`config.mk`:
```
export PLATFORM = sky130hd
export DESIGN_NAME = alu_dispatch
export DESIGN_NICKNAME = d
export VERILOG_FILES = /design/src/rtl/alu_dispatch.sv
export SDC_FILE = /design/constraint.sdc
export NUM_CORES = 1
export LEC_CHECK = 0
export ABC_CLOCK_PERIOD_IN_PS = 5700
export CORE_AREA = 2 2 243 245
export CTS_CLUSTER_SIZE = 28
export DETAILED_ROUTE_END_ITERATION = 8
export DIE_AREA = 0 0 245 247
export GPL_TIMING_DRIVEN = 0
export PLACE_DENSITY = 0.48
export SLEW_MARGIN = 30
export SYNTH_ARGS = -nofsm -noshare
export SYNTH_HDL_FRONTEND = slang
export SYNTH_SLANG_ARGS = --single-unit
export TNS_END_PERCENT = 5
```
`constraint.sdc`:
```
create_clock -name clk -period 5.7 [get_ports clk]
set_input_delay 0.57 -clock clk [delete_from_list [all_inputs] [get_ports clk]]
set_output_delay 0.57 -clock clk [all_outputs]
set_load 0.02 [all_outputs]
```
`src/rtl/alu_dispatch.sv`:
```
// Single-issue ALU dispatcher: accepts one instruction, reads operands from the
// register file, drives the ALU, waits for its result and writes it back.
module alu_dispatch #(
  parameter int MAX_WAIT = 16
) (
  input  logic        clk,
  input  logic        reset,
  input  logic        inst_valid,
  input  logic [31:0] inst,
  output logic        inst_ready,
  output logic [4:0]  rf_rd_addr,
  output logic [4:0]  rf_rs_addr,
  output logic [4:0]  rf_rt_addr,
  input  logic [63:0] rf_rd_data,
  input  logic [63:0] rf_rs_data,
  input  logic [63:0] rf_rt_data,
  output logic [63:0] alu_rd_val,
  output logic [63:0] alu_rs_val,
  output logic [63:0] alu_rt_val,
  output logic [11:0] alu_imm,
  output logic [4:0]  alu_opcode,
  output logic        alu_start,
  input  logic [63:0] alu_result,
  input  logic [1:0]  alu_ready,
  output logic        wb_en,
  output logic [4:0]  wb_addr,
  output logic [63:0] wb_data,
  output logic        illegal,
  output logic        timeout_err,
  output logic [31:0] retired_cnt
);

  typedef enum logic [1:0] {
    ST_IDLE  = 2'd0,
    ST_ISSUE = 2'd1,
    ST_WAIT  = 2'd2,
    ST_WB    = 2'd3
  } state_t;

  localparam logic [7:0] WAIT_LAST = 8'(MAX_WAIT - 1);

  state_t      state_r;
  logic [4:0]  op_r;
  logic [4:0]  rd_r;
  logic [4:0]  rs_r;
  logic [4:0]  rt_r;
  logic [11:0] imm_r;
  logic [7:0]  wait_cnt_r;
  logic        handshake_s;
  logic        legal_s;
  logic        ready_hi_unused_s;

  function automatic logic is_legal(input logic [4:0] op);
    return (op <= 5'd13) || ((op >= 5'd25) && (op <= 5'd28));
  endfunction

  assign rf_rd_addr        = rd_r;
  assign rf_rs_addr        = rs_r;
  assign rf_rt_addr        = rt_r;
  assign ready_hi_unused_s = alu_ready[1];

  // Decode of the offered instruction; only meaningful while IDLE.
  always_comb begin
    handshake_s = inst_valid & inst_ready;
    legal_s     = is_legal(inst[31:27]);
  end

  // Dispatch FSM with all outputs registered.
  always_ff @(posedge clk) begin
    if (reset) begin
      state_r     <= ST_IDLE;
      op_r        <= 5'd0;
      rd_r        <= 5'd0;
      rs_r        <= 5'd0;
      rt_r        <= 5'd0;
      imm_r       <= 12'd0;
      wait_cnt_r  <= 8'd0;
      inst_ready  <= 1'b1;
      alu_rd_val  <= 64'd0;
      alu_rs_val  <= 64'd0;
      alu_rt_val  <= 64'd0;
      alu_imm     <= 12'd0;
      alu_opcode  <= 5'd0;
      alu_start   <= 1'b0;
      wb_en       <= 1'b0;
      wb_addr     <= 5'd0;
      wb_data     <= 64'd0;
      illegal     <= 1'b0;
      timeout_err <= 1'b0;
      retired_cnt <= 32'd0;
    end else begin
      alu_start <= 1'b0;
      illegal   <= 1'b0;
      wb_en     <= 1'b0;
      case (state_r)
        ST_IDLE: begin
          if (handshake_s) begin
            op_r  <= inst[31:27];
            rd_r  <= inst[26:22];
            rs_r  <= inst[21:17];
            rt_r  <= inst[16:12];
            imm_r <= inst[11:0];
            if (legal_s) begin
              state_r    <= ST_ISSUE;
              inst_ready <= 1'b0;
            end else begin
              illegal <= 1'b1;
            end
          end
        end
        ST_ISSUE: begin
          // Operands are frozen here and stay put until the next ISSUE.
          alu_rd_val <= rf_rd_data;
          alu_rs_val <= rf_rs_data;
          alu_rt_val <= rf_rt_data;
          alu_imm    <= imm_r;
          alu_opcode <= op_r;
          alu_start  <= 1'b1;
          wait_cnt_r <= 8'd0;
          state_r    <= ST_WAIT;
        end
        ST_WAIT: begin
          if (alu_ready[0]) begin
            wb_en   <= 1'b1;
            wb_addr <= rd_r;
            wb_data <= alu_result;
            state_r <= ST_WB;
          end else begin
            wait_cnt_r <= wait_cnt_r + 8'd1;
            if (wait_cnt_r == WAIT_LAST) begin
              timeout_err <= 1'b1;
              inst_ready  <= 1'b1;
              state_r     <= ST_IDLE;
            end
          end
        end
        ST_WB: begin
          retired_cnt <= retired_cnt + 32'd1;
          inst_ready  <= 1'b1;
          state_r     <= ST_IDLE;
        end
        default: begin
          inst_ready <= 1'b1;
          state_r    <= ST_IDLE;
        end
      endcase
    end
  end

endmodule

```
==> run_results.csv <==
group,metric,value,unit
critical_path,crit_arrival,3440,ps
cts,cts-buffers-inserted,43,
logic_synthesis,syn_inst,1172,
drt,routedWlPerCell,19.5,um
sta,period_share,51.7,%
power,p_per_area,306,nW/um^2
power,finalPower,6.27,mW
floorplanning,core_area,58200,um^2
status,status,"completed",
layout,drive_gt1_share,4.07,%
global_routing,grt_max_degree,12,
layout,multiInputGateArea,4330,um^2
critical_path,cp-start-kind,"register",
critical_path,path_class,"register to register",
cts,post_cts_buffers,0,
drt,drtIter0Drc,527,
floorplanning,die_h,247,um
logic_synthesis,syn_area_per_cell,10.1,um^2
power,p_leak,7.25,nW
worst_hold_path,hold_path_class,"register to register",
logic_synthesis,synthFlopType,"dfxtp_1",
critical_path,reg2regPathDepth,7,
drt,post-route-drc-count,0,
global_routing,grt_busiest_layer,"met2",
sta,max_freq,0.339,GHz
placed_design,post-dp-hpwl,40.4,mm
critical_path,worstPathMaxFanout,10,
sta,slew_headroom,45.1,%
layout,finish.utilization,35.2,%
logic_synthesis,yosys_warnings,0,
placed_design,gp_congestion,0.815,
cts,cts_hold_buf,0,
cts,cts_tree,"done",
floorplanning,rows,89,
cts,cts_sinks,357,
critical_path,worstSetupEndpointType,"register",
global_routing,globalRouteMet2Util,28.7,%
layout,layout.nets,2132,
global_routing,grt_pass1_wl,74.3,mm
floorplanning,die_w,245,um
logic_synthesis,post-synth-top-count-cell,"dfxtp_1",
logic_synthesis,post-synth-top-area-cell,"dfxtp_1",
placed_design,port_buffers,620,
cts,cts_resized,0,
power,ir_worst_vdd,191,uV
sta,worstMarginPinSlew,824,ps
logic_synthesis,syn-cell-area,11900,um^2
job,cap_violations,0,
placed_design,place_area,19100,um^2
logic_synthesis,synthTopCellsByArea,"dfxtp_1 60%, a22o_1 15%, nand2_1 7.0%",
logic_synthesis,synth-seq-cells,357,
layout,seqCellArea,7150,um^2
sta,min_period,2950,ps
critical_path,crit_slowest_cell,"clkbuf_1",
sta,setup_violations,0,
sta,report.final.slew_viol_count,0,
logic_synthesis,ys_top_cells_by_count,"357 x dfxtp_1, 221 x nand2_1, 210 x a22o_1, 125 x a21oi_1, 89 x clkbuf_1",
logic_synthesis,async_flop_share,0,%
cts,clkSlewWorstSetupHoldPaths,60,ps
global_routing,grt_use_met3,6.29,%
global_routing,grt_usage,16.2,%
global_routing,first_global_vias,11400,
cts,clockRootBuffer,"clkbuf_16",
layout,fill_cells,5940,
cts,clock_path_buffers,3,
logic_synthesis,synth-seq-area-share,60.1,%
sta,fin_tns_setup,0,ps
logic_synthesis,synth_largest_type_area_fraction,60.1,%
drt,drtPass1Iterations,5,
global_routing,antenna_found_initial,13,
global_routing,globalRouteMet1Util,17.7,%
critical_path,cpMostUsedCell,"clkbuf_1",
sta,timing.hold.ws,452,ps
logic_synthesis,syn_nets,1467,
critical_path,slowest_delay,670,ps
cts,htree_levels,2,
worst_hold_path,whs_path_depth,2,
cts,clock_latency,560,ps
layout,area_delta_synth_final,72.5,%
sta,rsz0062_at_grt,"no",
logic_synthesis,synth_edf_count,0,
floorplanning,start_util,20.4,%
sta,clock_skew,13.9,ps
floorplanning,io_pins,623,
critical_path,crit_required,6200,ps
drt,ant_nets,0,
logic_synthesis,synth_cell_types,43,
drt,finalWirelength,51.5,mm
sta,final_hold_viol_count,0,
drt,via_per_inst,4.35,
drt,via_count,11500,
floorplanning,die-area,60500,um^2
layout,fin_area,20500,um^2
global_routing,grt-ovfl-total,0,
critical_path,worstPathCellList,"buf_2 > nor2b_1 > nor2_1 > clkbuf_1 > clkbuf_1 > clkbuf_1 > a22o_1",
==> flip-flops by register name, indices dropped and copies added, names as in the netlist, 8 cells and up <==
name	count
retired_cnt	32
alu_rt_val	64
alu_rd_val	64
wb_data	64
wait_cnt_r	8
alu_rs_val	64
imm_r	12
alu_imm	12
==> power by group <==
| group | switching, mW | internal [mW] | total (mW) |
|---|---|---|---|
| clock network | 1.10 | 1.67 | 2.77 |
| logic | 0.407 | 0.423 | 0.830 |
| registers | 0.0631 | 2.61 | 2.67 |
==> layout by cell type, fill, tap and decap left out, drive strengths merged, types with 8 or more instances in the layout <==
master and count:
diode 8, a21oi 125, o31ai 13, a22o 210, nor4 9, nand3 14, clkbuf 155, inv 9
or4 12, nand2 221, clkdlybuf4s50 620, nor2 29, dfxtp 357
==> stage by stage <==
step	setup slack, ps	std cells
4_1_cts	2610	2641
3_5_place_dp	2360	2565
6_report	2750	2649
2_1_floorplan	3580	1172
5_1_grt	2480	2645
3_3_place_gp	2400	2565
==> critical path: cells and delay by family, from the launching register on <==
kind | cells | cell delay, ps
AOI/OAI and AO/OA | 1 | 240
buffers and inverters | 4 | 1920
DFF | 1 | 290
and+or+nand+nor | 2 | 410
==> worst paths after layout <==
check              start              to  slack (ps)
max           state_r[0]  alu_rd_val[61]        2750
min          wb_data[51]     wb_data[51]         450
max reg2reg   state_r[0]  alu_rd_val[61]        2750
min reg2reg  wb_data[51]     wb_data[51]         450
==> layout make-up <==
type | instances | share of cell area, %
repair buffers | 620 | 30.3
diodes | 8 | 0.0977
clock buffers | 66 | 6.22
plain buffers | 96 | 1.84
multi-input cells | 711 | 21.1
flip-flops and latches | 357 | 34.9
well taps | 773 | 4.72
inverters | 8 | 0.147
clock inverters | 10 | 0.702
==> routing by layer <==
layer	share of wire, %	vias up
met5	0.10	-
met4	2.6	8
met3	9.3	84
met2	50	433
met1	38	5449
li1	-	5558
==> cell families (layout without fill, tap and decap cells) <==
family | after synthesis | in the layout | synth area share [%]
buffers and inverters | 104 | 800 | 3.43
AND/OR/NAND/NOR | 327 | 327 | 12.4
AO/OA/AOI/OAI | 366 | 366 | 22.6
flip-flops | 357 | 357 | 60.1
multiplexers | 3 | 3 | 0.284
adder cells (fa/ha/maj) | 2 | 2 | 0.211
other | 0 | 8 | 0
XOR/XNOR | 13 | 13 | 0.958
Power figures use the tool's default switching activity.
